===== src/rtl/digit_serial_addsub_if.sv =====
// Operand/result handshake bundle for the digit-serial adder/subtractor.
// The master side drives operands and out_ready; the slave side is the arithmetic block.
interface digit_serial_addsub_if #(
  parameter int W = 16
);
  logic         in_valid;
  logic         in_ready;
  logic [W-1:0] x;
  logic [W-1:0] y;
  logic         ci;
  logic         sub;
  logic         out_valid;
  logic         out_ready;
  logic [W-1:0] z;
  logic         co;
  logic         ovf;

  modport master (
    output in_valid, x, y, ci, sub, out_ready,
    input  in_ready, out_valid, z, co, ovf
  );

  modport slave (
    input  in_valid, x, y, ci, sub, out_ready,
    output in_ready, out_valid, z, co, ovf
  );
endinterface


===== src/rtl/digit_serial_addsub.sv =====
// Multi-cycle W-bit adder/subtractor processing D bits per clock, LSB digit first,
// with a one-bit carry register chaining the digits together.
//
// state | meaning
// IDLE  | waiting for operands, in_ready high
// RUN   | one digit per edge, N edges total
// DONE  | result held with out_valid until out_ready
module digit_serial_addsub #(
  parameter int W = 16,
  parameter int D = 4
) (
  input  logic                 clk,
  input  logic                 rst,
  digit_serial_addsub_if.slave bus
);
  localparam int N  = (D >= 1) ? (W / D) : 1;
  localparam int CW = (N > 1) ? $clog2(N) : 1;

  if (D < 1 || D > W || (W % D) != 0) begin : g_bad_params
    $error("digit_serial_addsub: D must satisfy 1 <= D <= W and divide W");
  end

  typedef enum logic [1:0] {
    IDLE = 2'd0,
    RUN  = 2'd1,
    DONE = 2'd2
  } state_t;

  state_t        state_q, state_d;
  logic [CW-1:0] cnt_q, cnt_d;
  logic          carry_q, carry_d;
  logic [W-1:0]  xs_q, xs_d;
  logic [W-1:0]  ys_q, ys_d;
  logic [W-1:0]  zs_q, zs_d;
  logic          co_q, co_d;
  logic          ovf_q, ovf_d;

  logic [D-1:0]  x_dig;
  logic [D-1:0]  y_dig;
  logic [D:0]    dsum;
  logic          c_into_msb;
  logic [W-1:0]  s_ext;

  assign x_dig = xs_q[D-1:0];
  assign y_dig = ys_q[D-1:0];
  assign dsum  = {1'b0, x_dig} + {1'b0, y_dig} + {{D{1'b0}}, carry_q};
  // Carry into the top bit of this digit, recovered from the sum bit; only
  // meaningful on the last digit, where it is the carry into the word MSB.
  assign c_into_msb = x_dig[D-1] ^ y_dig[D-1] ^ dsum[D-1];
  assign s_ext      = W'(dsum[D-1:0]);

  always_comb begin
    state_d = state_q;
    cnt_d   = cnt_q;
    carry_d = carry_q;
    xs_d    = xs_q;
    ys_d    = ys_q;
    zs_d    = zs_q;
    co_d    = co_q;
    ovf_d   = ovf_q;
    case (state_q)
      IDLE: begin
        if (bus.in_valid) begin
          // Subtraction is x + ~y + ~borrow, so invert y and the carry-in here.
          xs_d    = bus.x;
          ys_d    = bus.sub ? ~bus.y : bus.y;
          carry_d = bus.ci ^ bus.sub;
          cnt_d   = '0;
          state_d = RUN;
        end
      end
      RUN: begin
        xs_d    = xs_q >> D;
        ys_d    = ys_q >> D;
        zs_d    = (zs_q >> D) | (s_ext << (W - D));
        carry_d = dsum[D];
        cnt_d   = cnt_q + CW'(1);
        if (cnt_q == CW'(N - 1)) begin
          co_d    = dsum[D];
          ovf_d   = c_into_msb ^ dsum[D];
          state_d = DONE;
        end
      end
      DONE: begin
        if (bus.out_ready) state_d = IDLE;
      end
      default: state_d = IDLE;
    endcase
  end

  always_ff @(posedge clk or posedge rst) begin
    if (rst) begin
      state_q <= IDLE;
      cnt_q   <= '0;
      carry_q <= 1'b0;
      xs_q    <= '0;
      ys_q    <= '0;
      zs_q    <= '0;
      co_q    <= 1'b0;
      ovf_q   <= 1'b0;
    end else begin
      state_q <= state_d;
      cnt_q   <= cnt_d;
      carry_q <= carry_d;
      xs_q    <= xs_d;
      ys_q    <= ys_d;
      zs_q    <= zs_d;
      co_q    <= co_d;
      ovf_q   <= ovf_d;
    end
  end

  assign bus.in_ready  = (state_q == IDLE) && !rst;
  assign bus.out_valid = (state_q == DONE);
  assign bus.z         = zs_q;
  assign bus.co        = co_q;
  assign bus.ovf       = ovf_q;
endmodule


===== src/flat_wrapper.sv =====
// flat-port wrapper written by rule: the top's interface ports become plain ports
module digit_serial_addsub_flat 
#(
  parameter int W = 16,
  parameter int D = 4
)
  (clk, rst, bus_in_valid, bus_x, bus_y, bus_ci, bus_sub, bus_out_ready, bus_in_ready, bus_out_valid, bus_z, bus_co, bus_ovf);
  digit_serial_addsub_if #(.W(W)) bus_i ();
  input  logic clk;
  input  logic rst;
  input wire logic [$bits(bus_i.in_valid)-1:0] bus_in_valid;
  input wire logic [$bits(bus_i.x)-1:0] bus_x;
  input wire logic [$bits(bus_i.y)-1:0] bus_y;
  input wire logic [$bits(bus_i.ci)-1:0] bus_ci;
  input wire logic [$bits(bus_i.sub)-1:0] bus_sub;
  input wire logic [$bits(bus_i.out_ready)-1:0] bus_out_ready;
  output wire logic [$bits(bus_i.in_ready)-1:0] bus_in_ready;
  output wire logic [$bits(bus_i.out_valid)-1:0] bus_out_valid;
  output wire logic [$bits(bus_i.z)-1:0] bus_z;
  output wire logic [$bits(bus_i.co)-1:0] bus_co;
  output wire logic [$bits(bus_i.ovf)-1:0] bus_ovf;
  assign bus_i.in_valid = bus_in_valid;
  assign bus_i.x = bus_x;
  assign bus_i.y = bus_y;
  assign bus_i.ci = bus_ci;
  assign bus_i.sub = bus_sub;
  assign bus_i.out_ready = bus_out_ready;
  assign bus_in_ready = bus_i.in_ready;
  assign bus_out_valid = bus_i.out_valid;
  assign bus_z = bus_i.z;
  assign bus_co = bus_i.co;
  assign bus_ovf = bus_i.ovf;
  digit_serial_addsub #(.W(W), .D(D)) u_core (.clk(clk), .rst(rst), .bus(bus_i));
endmodule

===== config.mk =====
export PLATFORM = sky130hd
export DESIGN_NAME = digit_serial_addsub_flat
export DESIGN_NICKNAME = d
export VERILOG_FILES = /design/src/rtl/digit_serial_addsub_if.sv /design/src/rtl/digit_serial_addsub.sv /design/src/flat_wrapper.sv
export SDC_FILE = /design/constraint.sdc
export NUM_CORES = 1
export LEC_CHECK = 0
export BUFFER_PORTS_ARGS = -buffer_cell sky130_fd_sc_hd__buf_2
export CORE_UTILIZATION = 54
export DETAILED_ROUTE_END_ITERATION = 8
export PLACE_DENSITY = 0.79
export SKIP_LAST_GASP = 1
export SLEW_MARGIN = 20
export SYNTH_ARGS = -nofsm -noshare
export SYNTH_HDL_FRONTEND = slang
export SYNTH_SLANG_ARGS = --single-unit

===== constraint.sdc =====
create_clock -name clk -period 2.4 [get_ports clk]
set_clock_uncertainty 0.05 [all_clocks]
set_input_delay 0.72 -clock clk [delete_from_list [all_inputs] [get_ports clk]]
set_output_delay 0.72 -clock clk [all_outputs]
set_load 0.03 [all_outputs]

After elaboration in Yosys (flattened, before gate mapping)
Cells that the tools add are included.
{"block": "totals", "reg_bits": 55, "in_bits": 38, "elab_cells": 43, "out_inout_bits": 20}
{"block": "op_classes", "eq_ne": 6, "n_mux": 13, "n_reduce_logical": 7, "n_addsub": 3, "n_bitwise": 6}
{"op": "$pmux W16 S2", "n": 2}
{"op": "$mux W16", "n": 3}
{"op": "$not A16 Y16", "n": 1}
{"op": "$or A12 B16 Y16", "n": 1}
{"op": "$mux W2", "n": 4}
{"op": "$pmux W2 S3", "n": 1}
{"op": "$add A4 B4 Y5", "n": 1}
{"op": "$add A5 B1 Y5", "n": 1}
{"op": "$eq A2 B2 Y1 const B", "n": 2}
{"op": "$ne A2 B2 Y1 const B", "n": 2}
{"op": "$pmux W2 S2", "n": 1}
{"op": "$reduce_and A2 Y1", "n": 2}
{"op": "$xor A1 B1 Y1", "n": 4}
{"op": "$reduce_and A3 Y1", "n": 1}
{"op": "$add A2 B1 Y2 const B", "n": 1}
{"op": "$eq A2 B1 Y1 const B", "n": 1}
{"op": "$logic_not A2 Y1", "n": 1}
{"op": "$ne A2 B1 Y1 const B", "n": 1}
{"op": "$pmux W1 S2", "n": 1}
{"op": "$reduce_bool A2 Y1", "n": 1}
{"op": "$logic_and A1 B1 Y1", "n": 1}
{"op": "$logic_not A1 Y1", "n": 1}
{"op": "$mux W1", "n": 1}

Depth between registers and ports, before layout
Gate-level depths: netlist of the first run.
{"block": "logic_depth", "ltp_word": 4, "depth_mapped": 7, "ltp_nobuf": 7}

Least setup slack after synthesis of the first run
No wires, ideal clock.
{"block": "synth_path", "path_kind": "register to output", "startpoint": "register u_core.state_q[1]", "endpoint": "output bus_in_ready", "required_time_ns": 1.630, "path_buffers": 2, "slack_ns": 0.208, "path_stages_with_launch": 4, "arrival_time_ns": 1.422, "path_cell_list": "dfrtp_1 buf_4 clkbuf_1 nor3_1"}
{"block": "synth_via", "elab_chain_cells": 2}
{"item": "start, declared", "line": "digit_serial_addsub.sv:29", "source": "state_t state_q, state_d;"}
{"item": "start signal, assigned", "line": "digit_serial_addsub.sv:102", "source": "state_q <= state_d;"}
{"item": "$logic_not A2 Y1", "line": "digit_serial_addsub.sv:113", "source": "assign bus.in_ready = (state_q == IDLE) && !rst;"}
{"item": "$logic_and A1 B1 Y1", "line": "digit_serial_addsub.sv:113"}
{"item": "end, declared", "line": "flat_wrapper.sv:17", "source": "output wire logic [$bits(bus_i.in_ready)-1:0] bus_in_ready;"}
No other way between the ends.

Worst setup path after layout of the first run
{"block": "layout_path", "startpoint": "register u_core.ys_q[0]", "endpoint": "register u_core.ovf_q (netlist: u_core.bus.ovf)"}
{"block": "layout_via", "elab_chain_cells": 4}
{"item": "start, declared", "line": "digit_serial_addsub.sv:33", "source": "logic [W-1:0] ys_q, ys_d;"}
{"item": "start signal, assigned", "line": "digit_serial_addsub.sv:106", "source": "ys_q <= ys_d;"}
{"item": "$add A4 B4 Y5 *", "line": "digit_serial_addsub.sv:46", "source": "assign dsum = {1'b0, x_dig} + {1'b0, y_dig} + {{D{1'b0}}, carry_q};"}
{"item": "$add A5 B1 Y5 *", "line": "digit_serial_addsub.sv:46"}
{"item": "$xor A1 B1 Y1", "line": "digit_serial_addsub.sv:49", "source": "assign c_into_msb = x_dig[D-1] ^ y_dig[D-1] ^ dsum[D-1];"}
{"item": "$xor A1 B1 Y1 *", "line": "digit_serial_addsub.sv:80", "source": "ovf_d = c_into_msb ^ dsum[D];"}
{"item": "end signal, assigned", "line": "digit_serial_addsub.sv:109", "source": "ovf_q <= ovf_d;"}
{"item": "end, declared", "line": "digit_serial_addsub.sv:36", "source": "logic ovf_q, ovf_d;"}
Every way passes the cells marked *; elsewhere a longest branch is shown, timed or not.
A chain may end at the register's enable or synchronous reset.

==> results of run 1 <==
power groups by stage:
| stage | registers [mW] | clock network (mW) | logic, mW |
|---|---|---|---|
| finish | 1.61 | 0.506 | 2.12 |
| global route | 1.65 | 0.551 | 2.39 |
| CTS | 1.60 | 0.513 | 2.15 |
| detailed placement | 1.62 | 0 | 2.14 |
| global placement | 1.61 | 0 | 2.08 |
| floorplan | 1.84 | 0 | 1.44 |
cell usage after synthesis (all sizes together):
cell type,count
nor2,6
o22ai,2
o21ai,23
buf,16
nor3,1
a21oi,34
o22a,10
xor2,6
nand2b,3
or2,1
inv,6
dfrtp,55
ha,4
nand2,61
fa,2
and2b,2
xnor2,14
nor2b,19
nand3b,1
a21o,1
and3b,12
a22o,4
mux2,1
nor3b,1
clkbuf,4
registers in the layout, indices dropped and copies added (netlist names):
signal,count
u_core.bus.ovf,1
u_core.state_q,2
u_core.cnt_q,2
u_core.xs_q,16
u_core.ys_q,16
u_core.bus.co,1
u_core.carry_q,1
u_core.bus.z,16
path summary, 6_finish.rpt:
kind / to / slack (ns)
max: u_core.bus.ovf / 0.33
min: u_core.xs_q[14] / 0.41
max reg2reg: u_core.bus.ovf / 0.33
min reg2reg: u_core.bus.z[3] / 0.43
max in group asynchronous: u_core.ys_q[5] / 1.34
min in group clk: u_core.bus.z[3] / 0.43
layer usage:
layer  up-vias  routed length (µm)  share of wire
met5         -                   0              0
met4         0                 111          0.021
met3        10                 257          0.048
met2        58                2460           0.46
met1      1000                2510           0.47
li1       1062                   -              -
cell families after synthesis:
| group | after synthesis | synth area share |
|---|---|---|
| AND/OR/NAND/NOR | 107 | 0.197 |
| AO/OA/AOI/OAI | 74 | 0.157 |
| flip-flops | 55 | 0.496 |
| buffers and inverters | 26 | 0.0496 |
| XOR/XNOR | 20 | 0.0631 |
| adder cells (fa/ha/maj) | 6 | 0.0325 |
| multiplexers | 1 | 0.00541 |
final cells by class:
class / instances / area (µm²)
clock buffers: 6 / 72.6
fillers: 425 / 1670
clock inverters: 2 / 12.5
multi-input cells: 208 / 1260
well taps: 67 / 83.8
repair buffers: 64 / 350
inverters: 6 / 22.5
flip-flops and latches: 55 / 1380
stage by stage:
stage | utilization | hold slack, ns
final | 0.656 | 0.407
after global routing | 0.656 | 0.445
after CTS | 0.656 | 0.422
after detailed placement | 0.638 | 0.410
after global placement | 0.638 | 0.402
after floorplan | - | 0.400
==> flow_summary.ini, run 1 <==
[outcome]
status = finished, final reports clean

[cells_and_area]
finish.instance_area_um2 = 3180
final_cell_mix = 60 x nand2_1, 57 x buf_2, 55 x dfrtp_1
layout-drive-gt1-share = 0.229
diodes = 0
syn_to_final_growth_pct = 14.6
final_common_cell = nand2_1
final_cell_count_no_fill = 408
finalNetCount = 384

[logic_synthesis]
synth_top_area_share = 0.496
avgSynthCellArea_um2 = 9.60
synth_seq_cells = 55
synthTopCellsByArea = dfrtp_1 50%, nand2_1 8.1%, a21oi_1 5.8%
ys_warn_count = 0
synthCells = 289
synth.distinct_cells = 31
netlist_area_um2 = 2780
synth_area_leader_cell = dfrtp_1
yosysSeqAreaShare = 0.496
synth_nets = 333

[global_routing]
grt_busiest_layer = met2
grt_pass1_vias = 1994
grt_pass1_wl_mm = 8.96
grt_max_degree = 36
met2_usage = 0.364
grtUsageTotal = 0.219
grt_antenna_before_repair = 0
grt_overflow_total = 0
use_met3 = 0.0508
met1_usage = 0.280

[power]
leakagePower_nw = 1.58
ir_drop_mv = 0.587
combinationalPowerShare = 0.501
switching_share = 0.434
clockPowerShare = 0.120
power_mw = 4.23
seqPwrFrac = 0.379
p_per_area_nw_per_um2 = 1330
p_int_mw = 2.40
power_switching_mw = 1.84

[timing]
fin_tns_setup_ns = 0
slew_violations = 0
rsz0062_at_grt = false
min_period_ns = 2.07
max_slew_margin = 0.534
final_hold_viol_count = 0
max_freq_mhz = 484
period_share = 0.861
tightest_slew_ns = 0.700
setup_viol = 0
fin_ws_ns = 0.333

[critical_path]
r2r-start = u_core.ys_q[0]
worstSetupStartpoint = u_core.ys_q[0]
critPathSlowestCell = fa_1
crit_type = reg -> reg
path_max_fanout = 3
max_stage_delay_ns = 0.47
crit_path_end_kind = register
path_cells = inv_1, fa_1, fa_1, nand2b_1, a21oi_1, xnor2_1, o21ai_1
cp.depth = 7
cpMostUsedCell = fa_1
path_delay_family = adder cells
cp_num_buf_inv = 1
worstRegToRegCells = 7
start_kind = register
cp.required_ns = 2.56
crit_arrival_ns = 2.22

[detailed_routing]
viasPerCell = 5.22
vias = 2130
dr.pass1.iters = 4
drc_errors = 0
final_antenna_net_count = 0
avgRoutedWirePerCell_um = 13.1
totalWireLength_mm = 5.34
dr.first_iter.drc_count = 99

[floorplan]
start_util = 0.572
pin_count = 58
die_area_um2 = 5430
die_h_um = 73.7
core_um2 = 4850
std_cell_rows = 25
fp.dieW_um = 73.7

[clock_network]
cts_buffer_depth = 2
clock_latency_ns = 0.31
cts_hold_buf = 0
cts_resized = 0
clockRootBuffer = clkbuf_8
cts_tree = done
cts_sinks = 55
htree_num_levels = 2
clk_pin_slew_ns = 0.10
post-cts-setup-buffer-count = 0
numCtsBuffers = 5

[place]
dpl_cell_area_um2 = 3090
place_ws_ns = 0.333
gp_congestion = 0.812
port_buffers = 57
hpwl_mm = 3.80
place_inst = 400

[flow_run]
max_cap_viol_count = 0

[min_path]
hold_path_class = in -> async
Note: power is estimated with default switching activity, not from simulation.
==> run 2, diff against run 1 <==
--- a/config.mk
+++ b/config.mk
@@ -6,9 +6,9 @@
 export NUM_CORES = 1
 export LEC_CHECK = 0
 export BUFFER_PORTS_ARGS = -buffer_cell sky130_fd_sc_hd__buf_2
-export CORE_UTILIZATION = 54
+export CORE_UTILIZATION = 39
 export DETAILED_ROUTE_END_ITERATION = 8
-export PLACE_DENSITY = 0.79
+export SKIP_CTS_REPAIR_TIMING = 1
 export SKIP_LAST_GASP = 1
 export SLEW_MARGIN = 20
 export SYNTH_ARGS = -nofsm -noshare
==> flow_summary.ini, run 2 (synthesized netlist as in run 1, its figures left out) <==
[cells_and_area]
layout-drive-gt1-share = 0.231
final_cell_mix = 60 x nand2_1, 57 x buf_2, 55 x dfrtp_1
multi_input_area_um2 = 1260
finalNetCount = 385
fillers = 702
final_common_cell = nand2_1
syn_to_final_growth_pct = 16.1
seqCellArea_um2 = 1380
diodes = 0
final_cell_count_no_fill = 438

[global_routing]
grt_pass1_vias = 1982
grt_antenna_before_repair = 0
grt_overflow_total = 0
grt_pass1_wl_mm = 9.42
grt_max_degree = 56
grtUsageTotal = 0.161

[timing]
setup_viol = 0
max_slew_margin = 0.512
final_hold_viol_count = 0
fin_tns_setup_ns = 0
slew_violations = 0
period_share = 0.878
tightest_slew_ns = 0.733
fin_ws_ns = 0.294
max_freq_mhz = 475
min_period_ns = 2.11
rsz0062_at_grt = false

[detailed_routing]
avgRoutedWirePerCell_um = 12.5
viasPerCell = 4.74
final_antenna_net_count = 0
totalWireLength_mm = 5.46
drc_errors = 0
dr.pass1.iters = 4
dr.first_iter.drc_count = 57
vias = 2077

[clock_network]
clk_pin_slew_ns = 0.10
cts_tree = done
cts_sinks = 55
cts_buffer_depth = 2
clockRootBuffer = clkbuf_8
numCtsBuffers = 5
htree_num_levels = 2
clock_latency_ns = 0.31

[place]
place_inst = 430
gp_congestion = 0.769
place_ws_ns = 0.302
hpwl_mm = 3.81
port_buffers = 57

[power]
p_per_area_nw_per_um2 = 1310
ir_drop_mv = 0.453
leakagePower_nw = 1.59

[critical_path]
crit_arrival_ns = 1.34
path_max_fanout = 7
critical_path.endpoint = bus_in_ready
cp.required_ns = 1.63
worstRegToRegCells = 7
rrSetupSlack_ns = 0.33
r2r-start = u_core.carry_q
worstSetupStartpoint = u_core.state_q[0]
crit_type = reg -> out
start_kind = register
crit_path_end_kind = primary output
r2r_end = u_core.bus.ovf

[floorplan]
pin_count = 58
core_um2 = 6830
start_util = 0.406
die_area_um2 = 7460
std_cell_rows = 30
die_h_um = 86.4
fp.dieW_um = 86.4

[min_path]
hold_path_class = reg -> reg

[outcome]
status = finished, final reports clean

[flow_run]
max_cap_viol_count = 0
[run 2: cell types whose count changed in the layout (fill, tap and decap cells not counted)]
cell and change:
buf_4 +1
[run 2: where the power goes]
group / internal (mW) / switching [mW] / total (mW) / leakage [nW]
logic: 0.847 / 1.28 / 2.13 / 0.856
registers: 1.35 / 0.246 / 1.59 / 0.693
clock network: 0.205 / 0.295 / 0.500 / 0.0412
total: 2.40 / 1.82 / 4.22 / 1.59
[run 2: stage by stage]
| step | utilization | area (µm²) | hold WS [ns] | total power [mW] |
|---|---|---|---|---|
| 2_1_floorplan | - | 2780 | 0.400 | 3.28 |
| 3_3_place_gp | 0.459 | 3140 | 0.404 | 3.73 |
| 3_5_place_dp | 0.459 | 3140 | 0.406 | 3.78 |
| 4_1_cts | 0.472 | 3220 | 0.428 | 4.28 |
| 5_1_grt | 0.472 | 3220 | 0.442 | 4.61 |
| 6_report | 0.472 | 3220 | 0.422 | 4.22 |
[run 2: final cells by class]
cell class | count | area share
Sequential cell | 55 | 0.427
Multi-Input combinational cell | 208 | 0.391
Timing Repair Buffer | 65 | 0.111
Tap cell | 96 | 0.0373
Clock buffer | 6 | 0.0225
Inverter | 6 | 0.00699
Clock inverter | 2 | 0.00388
[run 2: worst max-delay path, cell delays in order (launching register included)]
cell and delay [ns]:
dfrtp_1 0.47, nor3_1 0.30, buf_2 0.26
[run 2: how the worst min path moves through the flow]
| stage | startpoint | endpoint | slack [ns] | cells after the start |
|---|---|---|---|---|
| global route | rst | u_core.ys_q[12] | 0.44 | 3 |
| finish | u_core.bus.z[2] | u_core.bus.z[2] | 0.42 | 2 |
| detailed placement | u_core.bus.z[2] | u_core.bus.z[2] | 0.41 | 2 |
| global placement | u_core.bus.z[2] | u_core.bus.z[2] | 0.40 | 2 |
| floorplan | u_core.xs_q[10] | u_core.xs_q[10] | 0.40 | 2 |
| CTS | rst | u_core.ys_q[12] | 0.43 | 3 |
[run 2: metal layers]
layer / routed length, µm / global-route usage
met3: 233 / 0.0371
met2: 2480 / 0.258
met4: 58 / 0.0409
met5: 0 / 0
met1: 2690 / 0.221
==> run 3, diff against run 2 <==
--- a/config.mk
+++ b/config.mk
@@ -8,6 +8,7 @@
 export BUFFER_PORTS_ARGS = -buffer_cell sky130_fd_sc_hd__buf_2
 export CORE_UTILIZATION = 39
 export DETAILED_ROUTE_END_ITERATION = 8
+export RECOVER_POWER = 50
 export SKIP_CTS_REPAIR_TIMING = 1
 export SKIP_LAST_GASP = 1
 export SLEW_MARGIN = 20
==> flow_summary.ini, run 3 (synthesized netlist as in run 1, its figures left out) <==
[outcome]
status = finished, final reports clean

[clock_network]
htree_num_levels = 2
cts_sinks = 55
cts_buffer_depth = 2
numCtsBuffers = 5
cts_tree = done
clock_latency_ns = 0.30
clockRootBuffer = clkbuf_8
clk_pin_slew_ns = 0.10

[cells_and_area]
diodes = 0
final_cell_count_no_fill = 438
seqCellArea_um2 = 1380
multi_input_area_um2 = 1260
layout-drive-gt1-share = 0.216
final_cell_mix = 60 x nand2_1, 56 x buf_2, 55 x dfrtp_1
final_common_cell = nand2_1
fillers = 704
syn_to_final_growth_pct = 15.2
finalNetCount = 385

[global_routing]
grt_overflow_total = 0
grt_pass1_vias = 1982
grt_pass1_wl_mm = 9.42
grtUsageTotal = 0.161
grt_max_degree = 56
grt_antenna_before_repair = 0

[min_path]
hold_path_class = reg -> reg

[timing]
tightest_slew_ns = 1.36
slew_violations = 0
min_period_ns = 2.11
max_freq_mhz = 474
final_hold_viol_count = 0
max_slew_margin = 0.0951
holdWs_ns = 0.423
fin_ws_ns = 0.290
period_share = 0.879
fin_tns_setup_ns = 0
setup_viol = 0
rsz0062_at_grt = false

[power]
seqPwrFrac = 0.380
combinationalPowerShare = 0.501
leakagePower_nw = 1.57
ir_drop_mv = 0.439
p_int_mw = 2.37
power_mw = 4.19
power_switching_mw = 1.82
clockPowerShare = 0.119
switching_share = 0.434
p_per_area_nw_per_um2 = 1310

[place]
port_buffers = 57
place_ws_ns = 0.302
gp_congestion = 0.769
place_inst = 430
hpwl_mm = 3.81

[floorplan]
core_um2 = 6830
die_area_um2 = 7460
pin_count = 58
std_cell_rows = 30
start_util = 0.406
die_h_um = 86.4
fp.dieW_um = 86.4

[critical_path]
crit_arrival_ns = 1.34
cp.required_ns = 1.63
crit_path_end_kind = primary output
start_kind = register
path_max_fanout = 7
crit_type = reg -> out

[detailed_routing]
vias = 2091
avgRoutedWirePerCell_um = 12.4
totalWireLength_mm = 5.43
viasPerCell = 4.77
dr.first_iter.drc_count = 58
drc_errors = 0
dr.pass1.iters = 4
final_antenna_net_count = 0

[flow_run]
max_cap_viol_count = 0
[run 3: critical path: stages (launching register included)]
cell and delay (ns):
dfrtp_1 0.47, nor3_1 0.31, buf_2 0.26
[run 3: path summary, 6_finish.rpt]
check	startpoint	to	slack, ns	depth (start not counted)
min	u_core.bus.z[2]	u_core.bus.z[2]	0.42	2
min in group asynchronous	rst	u_core.ys_q[12]	0.83	3
max reg2reg	u_core.carry_q	u_core.bus.ovf	0.34	7
max	u_core.state_q[0]	bus_in_ready	0.29	2
max in group asynchronous	rst	u_core.bus.z[11]	0.65	3
min reg2reg	u_core.bus.z[2]	u_core.bus.z[2]	0.42	2
[run 3: power by group through the flow]
| stage | clock, mW | combinational (mW) | sequential [mW] |
|---|---|---|---|
| CTS | 0.514 | 2.17 | 1.60 |
| global placement | 0 | 2.12 | 1.61 |
| global route | 0.547 | 2.38 | 1.66 |
| floorplan | 0 | 1.44 | 1.84 |
| detailed placement | 0 | 2.16 | 1.62 |
| finish | 0.497 | 2.10 | 1.59 |
[run 3: cell type report]
cell class                 instances  area share
clock buffer                       6      0.0227
inverter                           6     0.00705
clock inverter                     2     0.00391
sequential                        55       0.431
multi-input combinational        208       0.394
tap                               96      0.0376
timing repair buffer              65       0.105
[run 3: per-stage QoR]
| step | cell area, µm² | utilization |
|---|---|---|
| 6_report | 3200 | 0.468 |
| 4_1_cts | 3220 | 0.472 |
| 2_1_floorplan | 2780 | - |
| 5_1_grt | 3200 | 0.468 |
| 3_3_place_gp | 3140 | 0.459 |
| 3_5_place_dp | 3140 | 0.459 |
[run 3: per-layer routing]
metal  share of wire  GRT usage  vias to the layer above
li1                -          -                     1061
met5               0          0                        -
met1            0.49      0.221                      971
met2            0.46      0.258                       54
met4          0.0098     0.0409                        0
met3           0.045     0.0371                        5
